**config.mk**
```make
export PLATFORM = sky130hd
export DESIGN_NAME = regfile_block_transfer
export DESIGN_NICKNAME = d
export VERILOG_FILES = /design/src/rtl/regfile_xfer_pkg.sv /design/src/rtl/lowest_set_bit16.sv /design/src/rtl/regfile_block_transfer.sv
export SDC_FILE = /design/constraint.sdc
export NUM_CORES = 1
export LEC_CHECK = 0
export CORE_MARGIN = 2
export CORE_UTILIZATION = 48
export CTS_CLUSTER_SIZE = 25
export DETAILED_ROUTE_END_ITERATION = 16
export PLACE_DENSITY = 0.81
export SLEW_MARGIN = 10
export SYNTH_ARGS = -nofsm -noshare
export SYNTH_HDL_FRONTEND = slang
export SYNTH_SLANG_ARGS = --single-unit
```
**constraint.sdc**
```tcl
create_clock -name clk -period 2.5 [get_ports clk]
set_input_delay 0.375 -clock clk [delete_from_list [all_inputs] [get_ports clk]]
set_output_delay 0.375 -clock clk [all_outputs]
set_load 0.05 [all_outputs]
```
**src/rtl/regfile_xfer_pkg.sv**
```systemverilog
// Shared types and constants for the register-list load/store sequencer.
package regfile_xfer_pkg;

  localparam int WORD_BYTES = 4;
  localparam int PC_INDEX   = 15;
  localparam int NUM_REGS   = 16;

  typedef enum logic [2:0] {
    IDLE,
    ISSUE,
    WAIT_ACK,
    WRITE,
    DONE
  } xfer_state_t;

  function automatic logic [NUM_REGS-1:0] idx_onehot(input logic [3:0] idx);
    return NUM_REGS'(1) << idx;
  endfunction

endpackage

```
**src/rtl/lowest_set_bit16.sv**
```systemverilog
// Combinational priority encoder: index of the lowest set bit of a 16-bit mask.
module lowest_set_bit16 (
  input  logic [15:0] mask_i,
  output logic [3:0]  idx_o,
  output logic        any_o
);

  // Scan downward so the lowest set bit is the last one to win.
  always_comb begin
    idx_o = '0;
    any_o = 1'b0;
    for (int k = 15; k >= 0; k--) begin
      if (mask_i[k]) begin
        idx_o = 4'(k);
        any_o = 1'b1;
      end
    end
  end

endmodule

```
**src/rtl/regfile_block_transfer.sv**
```systemverilog
// Multi-register load/store sequencer: walks a register mask low-to-high,
// moving one word per listed register between the register file and memory.
module regfile_block_transfer
  import regfile_xfer_pkg::*;
#(
  parameter int ADDR_W = 9,
  parameter int DATA_W = 32
) (
  input  logic              clk,
  input  logic              rst,
  input  logic              start,
  input  logic              is_load,
  input  logic [15:0]       reg_list,
  input  logic [DATA_W-1:0] base_addr,
  output logic              busy,
  output logic              done,
  output logic [ADDR_W-1:0] A1,
  input  logic [DATA_W-1:0] RD1,
  output logic [ADDR_W-1:0] A3,
  output logic [DATA_W-1:0] WD3,
  output logic              WE3,
  output logic              pc_we,
  output logic              mem_req,
  output logic              mem_we,
  output logic [DATA_W-1:0] mem_addr,
  output logic [DATA_W-1:0] mem_wdata,
  input  logic              mem_ack,
  input  logic [DATA_W-1:0] mem_rdata
);

  xfer_state_t       state_q;
  logic [15:0]       mask_q;
  logic [15:0]       mask_d;
  logic [DATA_W-1:0] addr_q;
  logic [3:0]        idx_q;
  logic              is_load_q;

  logic              busy_q;
  logic              done_q;
  logic [ADDR_W-1:0] a1_q;
  logic [ADDR_W-1:0] a3_q;
  logic [DATA_W-1:0] wd3_q;
  logic              we3_q;
  logic              pc_we_q;
  logic              mem_req_q;
  logic              mem_we_q;
  logic [DATA_W-1:0] mem_addr_q;
  logic [DATA_W-1:0] mem_wdata_q;

  logic [3:0]        nxt_idx;
  logic              nxt_any;

  // Mask as it will be after the current register retires; in WRITE the bit
  // is already clear, so clearing it again is harmless.
  always_comb begin
    mask_d = mask_q & ~idx_onehot(idx_q);
    if (state_q == IDLE) begin
      mask_d = reg_list;
    end
  end

  lowest_set_bit16 u_lsb (
    .mask_i (mask_d),
    .idx_o  (nxt_idx),
    .any_o  (nxt_any)
  );

  always_ff @(posedge clk or negedge rst) begin
    if (!rst) begin
      state_q     <= IDLE;
      mask_q      <= '0;
      addr_q      <= '0;
      idx_q       <= '0;
      is_load_q   <= 1'b0;
      busy_q      <= 1'b0;
      done_q      <= 1'b0;
      a1_q        <= '0;
      a3_q        <= '0;
      wd3_q       <= '0;
      we3_q       <= 1'b0;
      pc_we_q     <= 1'b0;
      mem_req_q   <= 1'b0;
      mem_we_q    <= 1'b0;
      mem_addr_q  <= '0;
      mem_wdata_q <= '0;
    end else begin
      done_q  <= 1'b0;
      we3_q   <= 1'b0;
      pc_we_q <= 1'b0;
      case (state_q)
        IDLE: begin
          if (start) begin
            is_load_q <= is_load;
            mask_q    <= mask_d;
            addr_q    <= base_addr;
            busy_q    <= 1'b1;
            if (nxt_any) begin
              state_q <= ISSUE;
              idx_q   <= nxt_idx;
              if (!is_load) a1_q <= ADDR_W'(nxt_idx);
            end else begin
              state_q <= DONE;
              done_q  <= 1'b1;
            end
          end
        end

        // A1 was registered on entry, so RD1 is valid to capture here.
        ISSUE: begin
          mem_req_q  <= 1'b1;
          mem_we_q   <= !is_load_q;
          mem_addr_q <= addr_q;
          if (!is_load_q) mem_wdata_q <= RD1;
          state_q    <= WAIT_ACK;
        end

        WAIT_ACK: begin
          if (mem_ack) begin
            mem_req_q <= 1'b0;
            mask_q    <= mask_d;
            addr_q    <= addr_q + DATA_W'(WORD_BYTES);
            if (is_load_q) begin
              wd3_q   <= mem_rdata;
              a3_q    <= ADDR_W'(idx_q);
              we3_q   <= (idx_q != 4'(PC_INDEX));
              pc_we_q <= (idx_q == 4'(PC_INDEX));
              state_q <= WRITE;
            end else if (nxt_any) begin
              state_q <= ISSUE;
              idx_q   <= nxt_idx;
              a1_q    <= ADDR_W'(nxt_idx);
            end else begin
              state_q <= DONE;
              done_q  <= 1'b1;
            end
          end
        end

        WRITE: begin
          if (nxt_any) begin
            state_q <= ISSUE;
            idx_q   <= nxt_idx;
          end else begin
            state_q <= DONE;
            done_q  <= 1'b1;
          end
        end

        DONE: begin
          busy_q  <= 1'b0;
          state_q <= IDLE;
        end

        default: begin
          state_q <= IDLE;
          busy_q  <= 1'b0;
        end
      endcase
    end
  end

  assign busy      = busy_q;
  assign done      = done_q;
  assign A1        = a1_q;
  assign A3        = a3_q;
  assign WD3       = wd3_q;
  assign WE3       = we3_q;
  assign pc_we     = pc_we_q;
  assign mem_req   = mem_req_q;
  assign mem_we    = mem_we_q;
  assign mem_addr  = mem_addr_q;
  assign mem_wdata = mem_wdata_q;

endmodule

```
==> metrics.txt <==
# diodes=0; Ys Warns=0; H-tree levels=4; Comb power frac=0.568; post-synthesis instance total=between 700 and 800; Final Slew Violations=0; reg2reg setup slack=~0.07 ns; Static Leak=approximately 4.6 nW; Multi-input gate area=roughly 3400 sq um; Slew @ Worst Pin=a little under 0.6 ns; Critical Path AT=~2.7 ns; # clock sinks=~170; ys flop type=dfrtp_1; Fmax achieved=411 MHz; total detailed-routing wirelength=~21000 um; first-pass GRT wire length=around 35000 um; Storage cell area=~4200 sq um; CTS tree=yes; Core Box Area=about 16000 sq um; RSZ-0062 raised after global routing=no; asr flop ratio synth=1.00; Die ar.=about 17000 sq um; Root Driver=clkbuf_16; layout cells sized above 1=0.212; launch point of the worst reg-to-reg path=idx_q[1]; Clk pin slew, worst setup/hold paths=~0.07 ns; die width=approximately 130 um; via count=approximately 6500; Total GRT Usage=0.250; CP max stage cell=or3b_2; clock network fraction of total power=0.151; Ports=roughly 240; Hold WC Path Type=in2async; P per Cell Area=1580 nW/um^2; final setup fails=0; final core utilization=0.700; Final period util=0.972; cts bufs inserted=17; FF+latch count, synth=about 170; Post-DP HPWL=between 15000 and 20000 um; GP Congestion=approximately 0.96; status=finished clean; Critical Path Max Stage Delay=~0.55 ns; register share of total power=0.281; net switching fraction of the power=0.462; Worst-Skew Late Latency=0.42 ns; Critical Path RT=around 2.8 ns; total negative slack=0 ns; RR Endpoint=A1[2]; switching power=just over 8 mW; I/O Buffers=226; NumNets Final=between 1000 and 1500; Clock Skew=0.0113 ns; Synth cell types=68; P&R area growth vs syn=41.8%; deepest clock path buffer count=2; Worst VDD drop=roughly 0.00095 V; Die Y=about 130 um; # fillers=1200; internal power=approximately 9.5 mW; largest net degree at the start of global routing=between 70 and 80; relative max-transition margin=0.604; Startpoint Class=register; EDFF count, synth=0; antenna violations before repair=0; final worst slack=between 0.06 and 0.07 ns; WL/cell=approximately 18 um; Syn Std Cell Area=7870 sq um; antenna-violating nets left=0; FP Rows=46; highest net fanout along the worst path=10; number of global-route vias before repair=6705; DRC violation count after routing=0; r2r worst-path depth=6; Starting Density=0.493; critical path cell sequence=or3b_2, o22ai_1, o211a_1, nand4_4, o21ai_2, mux2_2; GR Overflow Total=0; final worst path period need=around 2.4 ns; crit path kind=reg2reg; pre-CTS WS=~0.10 ns; Avg Inst Size Synth=11.2 sq um; Max Cap Violations=0; Iter 0 DRT Violations=~440; vias per cell=approximately 5.6; Seq/Total Area, Yosys=0.528; DRT Pass-1 Iters=5; Worst setup EP type=register; final hold viol count=0
[state kept, by name (all words and copies together), names as in the netlist, 3 cells and up]
name	cells
mem_wdata	32
idx_q	4
mask_q	16
state_q	3
A3	4
addr_q	32
A1	4
mem_addr	32
WD3	32
[routing by layer]
| metal | part of all wire | track usage | wire (um) | vias to the layer above |
|---|---|---|---|---|
| met5 | 0 | 0 | 0 | - |
| li1 | - | - | - | 3031 |
| met4 | 0.033 | 0.0948 | 692 | 0 |
| met2 | 0.49 | 0.402 | 10300 | 279 |
| met3 | 0.073 | 0.0738 | 1540 | 58 |
| met1 | 0.41 | 0.320 | 8680 | 3157 |
[placed cells by master (no fill, tap or decap), drive strengths merged, types with 5 or more instances in the layout]
master	n
clkdlybuf4s50	225
dfrtp	166
mux2	109
nand2	61
a21oi	50
o21ai	46
buf	43
nor2	32
inv	21
o22ai	18
nand3	18
clkbuf	18
conb	10
a2bb2oi	9
nand2b	8
nor3	8
nand4	7
and2	7
mux2i	6
nor4b	6
o31a	5
and4	5
a31oi	5
[power groups by stage]
stage               registers [mW]  logic [mW]  clock network [mW]
floorplan                     7.75        3.79                   0
global route                  5.12        10.6                2.84
global placement              4.90        9.83                   0
CTS                           4.94        9.99                2.70
finish                        4.94        9.99                2.65
detailed placement            4.96        9.94                   0
[kinds of logic after synthesis]
group,after synthesis,share of synthesized area
muxes,115,0.164
and+or+nand+nor,177,0.121
AOI/OAI and AO/OA,173,0.142
adders and majority gates,1,0.00159
DFF,166,0.528
buffers and inverters,68,0.0437
other,1,0.000477
[critical path, delay by kind of cell (launching register included)]
kind,cells,cell delay (ns)
muxes,1,0.36
DFF,1,0.50
and+or+nand+nor,2,0.67
AOI/OAI and AO/OA,3,0.77
[stage by stage]
step	power, mW	hold slack (ns)	instances	area (sq um)
finish	17.6	0.418	1173	11200
global placement	14.7	0.300	1140	10500
global route	18.5	0.447	1173	11200
CTS	17.6	0.420	1173	11100
detailed placement	14.9	0.297	1140	10500
floorplan	11.5	0.0794	710	7900
[synth_stat cells (2+ instances only)]
| master | count | area [sq um] |
|---|---|---|
| a21o_1 | 3 | 22.5 |
| a21oi_1 | 50 | 250 |
| a22o_1 | 4 | 35.0 |
| a22oi_1 | 4 | 30.0 |
| a2bb2oi_1 | 9 | 78.8 |
| a31oi_1 | 4 | 25.0 |
| and2_1 | 7 | 43.8 |
| and3_1 | 3 | 18.8 |
| and4_1 | 5 | 43.8 |
| buf_1 | 3 | 11.3 |
| buf_2 | 17 | 85.1 |
| buf_4 | 10 | 75.1 |
| buf_6 | 4 | 45.0 |
| clkbuf_1 | 20 | 75.1 |
| dfrtp_1 | 166 | 4150 |
| inv_1 | 14 | 52.6 |
| mux2_2 | 108 | 1220 |
| mux2i_1 | 6 | 60.1 |
| nand2_1 | 61 | 229 |
| nand2b_1 | 7 | 43.8 |
| nand3_1 | 18 | 90.1 |
| nand3b_1 | 3 | 22.5 |
| nand4_1 | 6 | 37.5 |
| nand4bb_1 | 3 | 33.8 |
| nor2_1 | 32 | 120 |
| nor2b_1 | 4 | 25.0 |
| nor3_1 | 7 | 35.0 |
| nor3b_1 | 2 | 15.0 |
| nor4b_1 | 6 | 52.6 |
| o211a_1 | 3 | 30.0 |
| o211ai_1 | 3 | 22.5 |
| o21ai_0 | 42 | 210 |
| o21ai_2 | 3 | 26.3 |
| o22ai_1 | 18 | 113 |
| o311ai_0 | 4 | 35.0 |
| o31a_1 | 5 | 43.8 |
| o31ai_1 | 3 | 22.5 |
| o41ai_1 | 3 | 26.3 |
| or4b_2 | 2 | 20.0 |
[area by class of cell]
| cell class | count | area share |
|---|---|---|
| clock inverter | 14 | 0.0147 |
| sequential | 166 | 0.372 |
| inverter | 14 | 0.00471 |
| clock buffer | 18 | 0.0385 |
| timing repair buffer | 269 | 0.238 |
| multi-input combinational | 476 | 0.308 |
| tap | 216 | 0.0242 |
[what timing repair did]
| item | CTS | global route |
|---|---|---|
| hold endpoints to repair | 36 | 0 |
| setup endpoints to repair | 0 | 2 |
| gates resized for setup | 0 | 5 |
| hold buffers | 1 | 0 |
| setup buffers | 0 | 0 |
[worst max-delay path by stage]
stage	start	endpoint	slack [ns]	cells after the start
final	idx_q[1]	A1[2]	0.07	6
after global routing	idx_q[2]	A1[2]	0.005	7
after CTS	idx_q[1]	A1[2]	0.09	6
after detailed placement	reg_list[7]	A1[2]	0.10	7
after global placement	reg_list[7]	idx_q[2]	0.14	7
after floorplan	state_q[0]	A1[1]	0.30	8
No activity file was read; power rests on OpenSTA's default activity.
